<file path="src/rtl/seq_det_pkg.sv">
`default_nettype none
// ============================================================================
// Module      : seq_det_pkg
// Description : Shared constants and helpers for the parametrised serial
//               bit-pattern detector (width helper, reset defaults, length
//               clamp).
// Revision    : 1.0 - initial release
// ============================================================================
package seq_det_pkg;

    // Reset-time configuration of the detector: the classic "1001" Moore
    // detector, overlapping matches allowed.
    localparam int unsigned c_default_max_len = 8;
    localparam logic [7:0]  c_default_pattern = 8'b0000_1001;
    localparam int unsigned c_default_len     = 4;
    localparam bit          c_default_overlap = 1'b1;

    // Width of a field that must hold every value 0..max_len inclusive.
    function automatic int unsigned len_w(input int unsigned max_len);
        return $clog2(max_len + 1);
    endfunction

    // A zero length would make every bit a match of nothing, so it is
    // promoted to 1; anything longer than the history is cut to max_len.
    function automatic int unsigned clamp_len(input int unsigned len,
                                              input int unsigned max_len);
        if (len == 0) begin
            return 1;
        end
        if (len > max_len) begin
            return max_len;
        end
        return len;
    endfunction

endpackage
`default_nettype wire

</file>
<file path="src/rtl/seq_detector_param_sat_counter.sv">
`default_nettype none
// ============================================================================
// Module      : sat_counter
// Description : Up-counter that sticks at all-ones instead of wrapping, with
//               synchronous clear.
// Revision    : 1.0 - initial release
// ============================================================================
module sat_counter #(
    parameter int unsigned W = 8
) (
    input  logic         clk,
    input  logic         rst,
    input  logic         clr,
    input  logic         inc,
    output logic [W-1:0] count
);

    logic [W-1:0] r_count;

    // Clear wins over increment; the increment is suppressed once saturated.
    always_ff @(posedge clk) begin
        if (rst || clr) begin
            r_count <= '0;
        end else if (inc && (r_count != {W{1'b1}})) begin
            r_count <= r_count + W'(1);
        end
    end

    assign count = r_count;

endmodule
`default_nettype wire

</file>
<file path="src/rtl/seq_detector_param.sv">
`default_nettype none
// ============================================================================
// Module      : seq_detector_param
// Description : Runtime-configurable serial pattern detector with input-valid
//               qualifier, optional overlap, saturating match counter and
//               history fill-level observation port.
// Revision    : 1.0 - initial release
// ============================================================================
module seq_detector_param
    import seq_det_pkg::*;
#(
    parameter int unsigned          MAX_LEN         = c_default_max_len,
    parameter int unsigned          CNT_W           = 8,
    parameter logic [MAX_LEN-1:0]   DEFAULT_PATTERN = MAX_LEN'(c_default_pattern),
    parameter int unsigned          DEFAULT_LEN     = c_default_len,
    parameter bit                   DEFAULT_OVERLAP = c_default_overlap
) (
    input  logic                         clk,
    input  logic                         rst,
    input  logic                         in_valid,
    input  logic                         in_bit,
    input  logic                         cfg_load,
    input  logic [MAX_LEN-1:0]           cfg_pattern,
    input  logic [len_w(MAX_LEN)-1:0]    cfg_len,
    input  logic                         cfg_overlap,
    output logic                         z,
    output logic [CNT_W-1:0]             match_count,
    output logic [len_w(MAX_LEN)-1:0]    fill_out
);

    localparam int unsigned          c_len_w     = len_w(MAX_LEN);
    localparam logic [c_len_w-1:0]   c_reset_len = c_len_w'(clamp_len(DEFAULT_LEN, MAX_LEN));

    // Active configuration
    logic [MAX_LEN-1:0] r_pattern;
    logic [c_len_w-1:0] r_len;
    logic               r_overlap;

    // Detection state
    logic [MAX_LEN-1:0] r_hist;
    logic [c_len_w-1:0] r_fill;
    logic               r_z;

    logic [MAX_LEN-1:0] w_hist_next;
    logic [MAX_LEN-1:0] w_len_mask;
    logic [c_len_w-1:0] w_cfg_len;
    logic [c_len_w-1:0] w_fill_next;
    logic               w_accept;
    logic               w_fill_ok;
    logic               w_match;
    logic               w_unused_hist_msb;

    // A bit presented alongside cfg_load is dropped.
    assign w_accept    = in_valid && !cfg_load;
    assign w_hist_next = {r_hist[MAX_LEN-2:0], in_bit};
    assign w_cfg_len   = c_len_w'(clamp_len(32'(cfg_len), MAX_LEN));

    // The oldest history bit only ever shifts out; it is never compared.
    assign w_unused_hist_msb = r_hist[MAX_LEN-1];

    // Select the low r_len history bits for comparison.
    always_comb begin
        w_len_mask = '0;
        for (int unsigned i = 0; i < MAX_LEN; i++) begin
            w_len_mask[i] = (i < 32'(r_len));
        end
    end

    // Enough valid bits once this one is included, and the low len bits agree.
    assign w_fill_ok = ({1'b0, r_fill} + (c_len_w + 1)'(1)) >= {1'b0, r_len};
    assign w_match   = w_accept && w_fill_ok
                       && (((w_hist_next ^ r_pattern) & w_len_mask) == '0);

    // Non-overlap restarts the fill count so no matched bit can be reused;
    // otherwise fill grows up to the pattern length and stays there.
    always_comb begin
        w_fill_next = r_fill;
        if (w_match && !r_overlap) begin
            w_fill_next = '0;
        end else if (r_fill < r_len) begin
            w_fill_next = r_fill + c_len_w'(1);
        end else begin
            w_fill_next = r_len;
        end
    end

    // Configuration and detection state; rst > cfg_load > in_valid.
    always_ff @(posedge clk) begin
        if (rst) begin
            r_pattern <= DEFAULT_PATTERN;
            r_len     <= c_reset_len;
            r_overlap <= DEFAULT_OVERLAP;
            r_hist    <= '0;
            r_fill    <= '0;
            r_z       <= 1'b0;
        end else if (cfg_load) begin
            r_pattern <= cfg_pattern;
            r_len     <= w_cfg_len;
            r_overlap <= cfg_overlap;
            r_hist    <= '0;
            r_fill    <= '0;
            r_z       <= 1'b0;
        end else if (in_valid) begin
            r_hist    <= w_hist_next;
            r_fill    <= w_fill_next;
            r_z       <= w_match;
        end else begin
            r_z       <= 1'b0;
        end
    end

    sat_counter #(
        .W     (CNT_W)
    ) u_match_cnt (
        .clk   (clk),
        .rst   (rst),
        .clr   (cfg_load),
        .inc   (w_match),
        .count (match_count)
    );

    assign z        = r_z;
    assign fill_out = r_fill;

endmodule
`default_nettype wire

</file>
<file path="config.mk">
export PLATFORM = sky130hd
export DESIGN_NAME = seq_detector_param
export DESIGN_NICKNAME = d
export VERILOG_FILES = /design/src/rtl/seq_det_pkg.sv /design/src/rtl/seq_detector_param_sat_counter.sv /design/src/rtl/seq_detector_param.sv
export SDC_FILE = /design/constraint.sdc
export NUM_CORES = 1
export LEC_CHECK = 0
export ABC_CLOCK_PERIOD_IN_PS = 2200
export BUFFER_PORTS_ARGS = -buffer_cell sky130_fd_sc_hd__buf_2
export CORE_ASPECT_RATIO = 1.25
export CORE_UTILIZATION = 25
export CTS_CLUSTER_DIAMETER = 100
export DETAILED_ROUTE_END_ITERATION = 7
export GPL_ROUTABILITY_DRIVEN = 0
export SLEW_MARGIN = 20
export SYNTH_ARGS = -nofsm -noshare
export SYNTH_HDL_FRONTEND = slang
export SYNTH_SLANG_ARGS = --single-unit
</file>
<file path="constraint.sdc">
create_clock -name clk -period 2.2 [get_ports clk]
set_input_delay 0.44 -clock clk [delete_from_list [all_inputs] [get_ports clk]]
set_output_delay 0.44 -clock clk [all_outputs]
set_load 0.01 [all_outputs]
</file>
==> summary.txt, run 1 <==
Critical path
  – Arr. time, crit path: 2420 ps
  – Critical path class: flop to flop
  – Critical Path End Type: flop
  – Critical Path RT: 2420 ps
  – Startpoint Class: flop
  – Max FO, Critical Path: 6
  – Critical-path top delay cell: or4_1
  – Slowest Stage Delay on Critical Path: 510 ps
  – Cell-by-cell trace of the critical path: ha_4 -> xor2_1 -> ha_1 -> o21a_1 -> o31ai_2 -> a211o_1 -> or4_1 -> a21oi_2

Cells and area
  – FILL cells: 707
  – Final instance area: 0.00236 mm2
  – Area Overhead vs Synth: 34.2%
  – Multi-input logic area: 0.00111 mm2
  – Final net count: 276
  – Final core occ: 35.2%
  – FF+latch area: 666 um2
  – Diode count: 0
  – Share of cells above drive strength 1: 32.5%
  – Most frequent cells in the layout: dfxtp_1 (31), buf_2 (30), nor2_1 (26), buf_4 (24), mux2i_1 (18)
  – Commonest non-fill, non-tap cell in the layout: dfxtp_1
  – Non-filler instance count after layout: 336

Route
  – Avg WL per Cell: 13.2 um
  – ANT nets after route: 0
  – Via count: 1622
  – First-pass DRT Iterations: 4
  – DRC viols: 0
  – Total Wirelength: 4440 um
  – Initial DRC Count: 110
  – Vias per Instance: 4.83

Logic synthesis
  – Post-Syn Nets: 222
  – Netlist Area Pre-Place: 0.00176 mm2
  – Register bit total from synthesis: 33
  – Share of the yosys chip area belonging to registers: 37.6%
  – EDFF count, synth: 0
  – FFs w/ async S/R, synth: 0%
  – Warnings from Yosys: 0
  – Synth unique cells: 42
  – Syn Inst Count: 194
  – Syn_area_per_cell: 9.05 um2
  – Synth Flop Type: dfxtp_1

Floorplan
  – I/O Pins: 31
  – Starting Density: 26.2%
  – Core area: 0.00669 mm2
  – Die W: 77.0 um
  – Site row count: 33
  – Die Height: 95.7 um
  – Die area: 0.00736 mm2

Global route
  – Initial antenna violation count: 0
  – Met2 usage: 23.0%
  – Largest net degree at the start of global routing: 19
  – Vias in the first global route: 1566
  – GR peak layer: met2
  – GRT overflow: 0
  – Total GRT Usage: 12.5%
  – Met3 usage: 2.58%
  – First-pass GRT wire length: 7220 um
  – Met1 usage: 14.2%

CTS
  – Num CTS Buffers: 5
  – Hold buffers post-CTS: 0
  – CTS tree: yes
  – Root Buffer: clkbuf_8
  – Clock sink count: 33
  – Clock transition at path regs: 80 ps
  – Htree depth: 2
  – Clock latency at the later pin of the worst-skew pair: 290 ps
  – CTS Buffer Depth: 2

Placed design
  – Dpl cells: 326
  – Post-DP Area: 0.00215 mm2
  – Port buffer count: 30
  – Post-DP HPWL: 3340 um

Timing
  – Min Tclk post-route: 2200 ps
  – Worst-margin pin slew: 401 ps
  – Hold Fails Final Rpt: 0
  – Max-slew headroom: 73.2%
  – Clock skew: 13.7 ps
  – Setup-failing EPs final: 1
  – Fmax achieved: 0.454 GHz
  – Worst hold slack: 365 ps
  – RSZ-0062 raised after global routing: true
  – Pins Over Slew Limit: 0
  – Final period util: 100%
  – Final WS setup: -4.16 ps

Power and ir drop
  – Total power: 1.47 mW
  – PwrDens: 623 mW/mm2
  – Maximum vdd drop: 194 uV
  – Static Leak: 0.999 nW

Status
  – Violated checks: setup timing
  – Status: finished with violations

Min path
  – Worst Hold Class: input pin to flop

Job
  – Max cap viols: 0
-- repair_timing --
action,4_1_cts,5_1_grt
setup endpoints to repair,4,11
pin swaps,4,2
buffers inserted,0,2
gates resized for setup,3,11
-- final timing paths --
| kind | from | to | slack (ps) | cells past startpoint |
|---|---|---|---|---|
| hold / removal | cfg_pattern[0] | r_pattern[0] | 360 | 2 |
| setup / recovery | fill_out[0] | u_match_cnt.count[3] | -4 | 8 |
| setup reg to reg | fill_out[0] | u_match_cnt.count[3] | -4 | 8 |
| hold reg to reg | u_match_cnt.count[5] | u_match_cnt.count[5] | 500 | 2 |
-- stage by stage --
step	setup WS [ps]	setup TNS [ps]
2_1_floorplan	11.4	0
3_3_place_gp	7.73	0
3_5_place_dp	-45.0	-108
4_1_cts	1.54	0
5_1_grt	-73.8	-400
6_report	-4.16	-4.16
-- critical path, delay by kind of cell (launching register included) --
family	cells	cell delay (ps)
adders and majority gates	2	440
xor gates and xnor gates	1	140
AOI/OAI and AO/OA	4	670
DFF	1	370
and+or+nand+nor	1	510
-- cell usage after synthesis, drive strengths merged (2+ instances only) --
cell type	instances	area, um2
nor3	2	10.0
inv	6	22.5
a211o	4	35.0
nand4	4	25.0
o211ai	3	22.5
nor2b	4	25.0
a211oi	4	30.0
or3	2	12.5
nor2	26	97.6
o31ai	4	30.0
dfxtp	33	661
o22ai	2	12.5
mux2i	18	180
xnor2	9	78.8
a31oi	3	18.8
buf	3	12.5
or4	3	22.5
nand3	4	20.0
a21oi	13	65.1
nand2	14	52.6
clkbuf	4	15.0
ha	10	125
-- per-layer routing --
| layer | wire length (um) | vias up |
|---|---|---|
| met2 | 2200 | 32 |
| met4 | 91 | 0 |
| met5 | 0 | - |
| met3 | 119 | 8 |
| met1 | 2040 | 759 |
| li1 | - | 823 |
-- logic make-up (layout without fill, tap and decap cells) --
family / count (synthesis) / in the layout / synth area share [%]
compound gates: 46 / 46 / 19.3
xor+xnor: 10 / 10 / 4.99
fa+ha+maj: 10 / 10 / 7.13
buf+inv: 13 / 68 / 2.85
flops: 33 / 33 / 37.6
mux: 18 / 18 / 10.3
simple gates: 64 / 64 / 17.8
-- power breakdown --
group	switching [mW]	leakage (nW)	total, mW	internal, mW
Sequential	0.0184	0.270	0.634	0.616
Combinational	0.117	0.671	0.231	0.114
Clock	0.234	0.0574	0.602	0.368
Total	0.369	0.999	1.47	1.10
-- sequential cells by signal (all words and copies together) (netlist names) --
name               count
r_len                  4
r_hist                 7
z                      1
fill_out               4
r_pattern              8
u_match_cnt.count      8
r_overlap              1
-- area by class of cell --
type,instances,share of cell area [%]
repair buffers,54,14.0
well taps,87,4.62
multi-input cells,148,47.1
flip-flops and latches,33,28.3
clock buffers,6,3.51
inverters,6,0.956
clock inverters,2,1.59
(Power assumes the default switching activity.)
==> run 2: changes to the inputs <==
==> constraint.sdc (replaced) <==
create_clock -name clk -period 2.2 [get_ports clk]
set_input_delay 0.55 -clock clk [delete_from_list [all_inputs] [get_ports clk]]
set_output_delay 0.55 -clock clk [all_outputs]
set_load 0.01 [all_outputs]
==> run 2 against run 1 <==
Net effect:
- the flow now finishes without violations
- sequential share of layout area increased by 0.60 points
- hold slack improved by 110 ps
- clock skew is 9.8 ps lower
- global-route usage down 0.074 points
- critical path type unchanged
- largest cell class unchanged
==> summary.txt, run 2 (same netlist as run 1, synthesis figures left out) <==
Route
  – Initial DRC Count: 99
  – Avg WL per Cell: 13.0 um
  – DRC viols: 0
  – Via count: 1609
  – Vias per Instance: 4.82
  – Total Wirelength: 4330 um
  – First-pass DRT Iterations: 4
  – ANT nets after route: 0

Critical path
  – Arr. time, crit path: 2360 ps
  – CP Buf/Inv Count: 0
  – R2R Path Start: fill_out[0]
  – Crit-path leading delay family: compound AO/OA/AOI/OAI gates
  – Critical Path RT: 2410 ps
  – Max FO, Critical Path: 6
  – Critical Path End Type: flop
  – Slowest Stage Delay on Critical Path: 430 ps
  – Critical path class: flop to flop
  – Startpoint Class: flop
  – Critical Path Start: fill_out[0]
  – Critical-path top delay cell: or4_1
  – Cell-by-cell trace of the critical path: ha_4 -> xor2_1 -> ha_1 -> o21a_1 -> o31ai_2 -> a211o_1 -> or4_1 -> a21oi_1

Timing
  – Fmax achieved: 0.466 GHz
  – Setup-failing EPs final: 0
  – Min Tclk post-route: 2150 ps
  – Worst-margin pin slew: 392 ps
  – Max-slew headroom: 73.8%
  – Pins Over Slew Limit: 0
  – Hold Fails Final Rpt: 0
  – Final period util: 97.6%
  – Clock skew: 3.89 ps
  – RSZ-0062 raised after global routing: true

Global route
  – Largest net degree at the start of global routing: 19
  – GRT overflow: 0
  – Initial antenna violation count: 0
  – Vias in the first global route: 1619
  – First-pass GRT wire length: 7200 um
  – Total GRT Usage: 12.4%

CTS
  – Hold buffers post-CTS: 0
  – Clock transition at path regs: 70 ps
  – Root Buffer: clkbuf_8
  – CTS Buffer Depth: 2
  – Clock latency at the later pin of the worst-skew pair: 290 ps
  – Clock sink count: 33
  – Num CTS Buffers: 5
  – CTS tree: yes
  – Htree depth: 2

Floorplan
  – Die area: 0.00736 mm2
  – Starting Density: 26.2%
  – Site row count: 33
  – Core area: 0.00669 mm2
  – I/O Pins: 31
  – Die W: 77.0 um
  – Die Height: 95.7 um

Power and ir drop
  – Maximum vdd drop: 245 uV
  – Total power: 1.32 mW
  – PwrDens: 570 mW/mm2
  – Static Leak: 0.969 nW

Min path
  – Min-delay src: cfg_pattern[3]
  – Worst Hold Class: input pin to flop

Cells and area
  – Most frequent cells in the layout: dfxtp_1 (30), buf_2 (30), nor2_1 (25), buf_4 (21), mux2i_1 (18)
  – Final net count: 274
  – Area Overhead vs Synth: 32.1%
  – Share of cells above drive strength 1: 31.6%
  – FILL cells: 728
  – Final core occ: 34.7%
  – Diode count: 0

Placed design
  – Post-DP HPWL: 3360 um
  – Port buffer count: 30

Status
  – Status: finished clean

Job
  – Max cap viols: 0
[run 2: timing repair]
action / 4_1_cts / 5_1_grt
setup buffers: 0 / 1
resized for setup: 4 / 12
pin swaps: 0 / 10
hold endpoints to repair: 0 / 0
setup endpoints to repair: 3 / 9
[run 2: layer usage]
layer / global-route usage, % / share of wire [%] / vias to the layer above
li1: - / - / 820
met1: 13.9 / 45 / 763
met2: 22.0 / 52 / 20
met3: 3.16 / 2.3 / 6
met4: 5.77 / 0.92 / 0
met5: 0 / 0 / -
[run 2: stage by stage]
| stage | hold slack (ps) | setup slack (ps) | instances | instance area [um2] | TNS [ps] |
|---|---|---|---|---|---|
| after floorplan | 482 | 11.4 | 194 | 1760 | 0 |
| after global placement | 476 | 4.37 | 325 | 2150 | 0 |
| after detailed placement | 497 | -37.6 | 325 | 2150 | -99.2 |
| after CTS | 469 | 29.5 | 333 | 2250 | 0 |
| after global routing | 459 | -34.3 | 334 | 2320 | -65.1 |
| final | 473 | 53.5 | 334 | 2320 | 0 |
[run 2: final timing paths]
path | cells after the start | slack (ps) | endpoint
setup / recovery | 8 | 50 | u_match_cnt.count[3]
hold / removal | 2 | 470 | r_pattern[3]
setup reg to reg | 8 | 50 | u_match_cnt.count[3]
hold reg to reg | 2 | 500 | u_match_cnt.count[5]
[run 2: final cells by class]
| type | instances | area, um2 | share of cell area, % |
|---|---|---|---|
| multi-input cells | 148 | 1110 | 47.8 |
| flip-flops and latches | 33 | 669 | 28.9 |
| repair buffers | 52 | 319 | 13.8 |
| well taps | 87 | 109 | 4.69 |
| clock buffers | 5 | 68.8 | 2.97 |
| clock inverters | 3 | 22.5 | 0.971 |
| inverters | 6 | 22.5 | 0.971 |
[run 2: where the power goes]
| group | internal [mW] | switching (mW) | total [mW] |
|---|---|---|---|
| registers | 0.615 | 0.0168 | 0.632 |
| logic | 0.112 | 0.117 | 0.229 |
| clock network | 0.222 | 0.240 | 0.462 |
| total | 0.949 | 0.373 | 1.32 |
==> run 3: changes to the inputs <==
--- a/config.mk
+++ b/config.mk
@@ -12,6 +12,7 @@
 export CTS_CLUSTER_DIAMETER = 100
 export DETAILED_ROUTE_END_ITERATION = 7
 export GPL_ROUTABILITY_DRIVEN = 0
+export PLACE_DENSITY = 0.51
 export SLEW_MARGIN = 20
 export SYNTH_ARGS = -nofsm -noshare
 export SYNTH_HDL_FRONTEND = slang
==> constraint.sdc (replaced) <==
create_clock -name clk -period 2.2 [get_ports clk]
set_input_delay 0.44 -clock clk [delete_from_list [all_inputs] [get_ports clk]]
set_output_delay 0.44 -clock clk [all_outputs]
set_load 0.01 [all_outputs]
==> run 3 against run 2 <==
Net effect:
- power barely moved
- hold slack worse by 110 ps
- die area stayed put
- via count fell by 1.7%
- first-iteration DRC count is 11% lower
- wire length is 0.49% lower
- critical path type unchanged
==> summary.txt, run 3 (same netlist as run 1, synthesis figures left out) <==
Placed design
  – Post-DP Area: 0.00215 mm2
  – Port buffer count: 30
  – Place WS: -33.6 ps
  – Post-DP HPWL: 3310 um

Power and ir drop
  – Maximum vdd drop: 282 uV
  – PwrDens: 571 mW/mm2
  – Total power: 1.32 mW
  – Static Leak: 0.967 nW

Min path
  – Worst Hold Class: input pin to flop
  – Worst hold path depth: 2

Floorplan
  – Core area: 0.00669 mm2
  – Die Height: 95.7 um
  – Site row count: 33
  – Starting Density: 26.2%
  – Die W: 77.0 um
  – Die area: 0.00736 mm2
  – I/O Pins: 31

Timing
  – RSZ-0062 raised after global routing: true
  – Max-slew headroom: 75.5%
  – Min Tclk post-route: 2140 ps
  – Pins Over Slew Limit: 0
  – Final WS setup: 58.0 ps
  – Hold Fails Final Rpt: 0
  – Final period util: 97.4%
  – Worst-margin pin slew: 366 ps
  – Clock skew: 8.07 ps
  – Setup-failing EPs final: 0
  – Setup Total Neg Slack: 0 ps
  – Fmax achieved: 0.467 GHz

Critical path
  – Max FO, Critical Path: 6
  – Reg2Reg Setup Slack: 60 ps
  – Critical Path End Type: flop
  – Arr. time, crit path: 2360 ps
  – Startpoint Class: flop
  – Critical path class: flop to flop
  – Critical Path RT: 2420 ps
  – R2R depth: 8

Cells and area
  – Final core occ: 34.6%
  – Area Overhead vs Synth: 31.9%
  – Final net count: 273
  – Most frequent cells in the layout: dfxtp_1 (30), buf_2 (30), nor2_1 (26), buf_4 (20), mux2i_1 (18)
  – Final instance area: 0.00232 mm2
  – Share of cells above drive strength 1: 32.5%
  – Diode count: 0

Route
  – Total Wirelength: 4310 um
  – Vias per Instance: 4.75
  – Via count: 1581
  – First-pass DRT Iterations: 4
  – Initial DRC Count: 88
  – Avg WL per Cell: 12.9 um
  – ANT nets after route: 0
  – DRC viols: 0

CTS
  – CTS Buffer Depth: 2
  – Clock latency at the later pin of the worst-skew pair: 290 ps
  – Hold buffers post-CTS: 0
  – Clock transition at path regs: 80 ps
  – CTS tree: yes
  – Root Buffer: clkbuf_8
  – Clock sink count: 33
  – Num CTS Buffers: 5
  – Htree depth: 2

Global route
  – Largest net degree at the start of global routing: 19
  – GRT overflow: 0
  – Total GRT Usage: 12.6%
  – First-pass GRT wire length: 7310 um
  – Vias in the first global route: 1551
  – Initial antenna violation count: 0

Job
  – Max cap viols: 0

Status
  – Status: finished clean
==> run 3: cell count changes in the layout (fill, tap and decap cells not counted), moves of 2 or more <==
cell / before / now
a21oi_1: 13 / 10
a21oi_2: 0 / 3
or4_1: 3 / 1
or4_4: 0 / 2
==> run 3: per-layer routing <==
layer  part of all wire, %  track usage (%)  vias to the layer above  wire [um]
met2                    50             22.2                       25       2130
met3                   2.4             2.20                        5        103
met4                   1.3             4.65                        0         54
met5                     0                0                        -          0
met1                    47             15.2                      738       2020
li1                      -                -                      813          -
==> run 3: worst paths after layout <==
path,to,from
setup / recovery,u_match_cnt.count[2],fill_out[0]
hold / removal,r_pattern[0],cfg_pattern[0]
hold reg to reg,u_match_cnt.count[5],u_match_cnt.count[5]
setup reg to reg,u_match_cnt.count[2],fill_out[0]
==> run 3: what timing repair did <==
item,4_1_cts,5_1_grt
endpoints found under the hold margin,0,0
endpoints found under the setup margin,4,7
setup buffers,0,0
resized for setup,4,15
pin swaps,6,4
==> run 3: area by class of cell <==
type	instances	area, um2
fill	739	4370
multi-input combinational	148	1110
sequential	33	669
timing repair buffer	51	312
tap	87	109
clock buffer	5	68.8
clock inverter	3	22.5
inverter	6	22.5
==> run 3: metrics by stage <==
| step | instances | hold WS (ps) |
|---|---|---|
| global placement | 325 | 475 |
| finish | 333 | 365 |
| CTS | 333 | 358 |
| floorplan | 194 | 482 |
| detailed placement | 325 | 486 |
| global route | 333 | 363 |
==> run 3: worst max-delay path, cell delays in order, from the launching register on <==
cell	delay, ps
dfxtp_4	370
ha_4	160
xor2_1	140
ha_1	270
o21a_1	140
o31ai_2	70
a211o_1	350
or4_1	430
a21oi_1	140
==> run 3: power breakdown <==
part	internal [mW]	switching [mW]
sequential	0.615	0.0189
clock	0.222	0.241
combinational	0.110	0.114
total	0.947	0.374
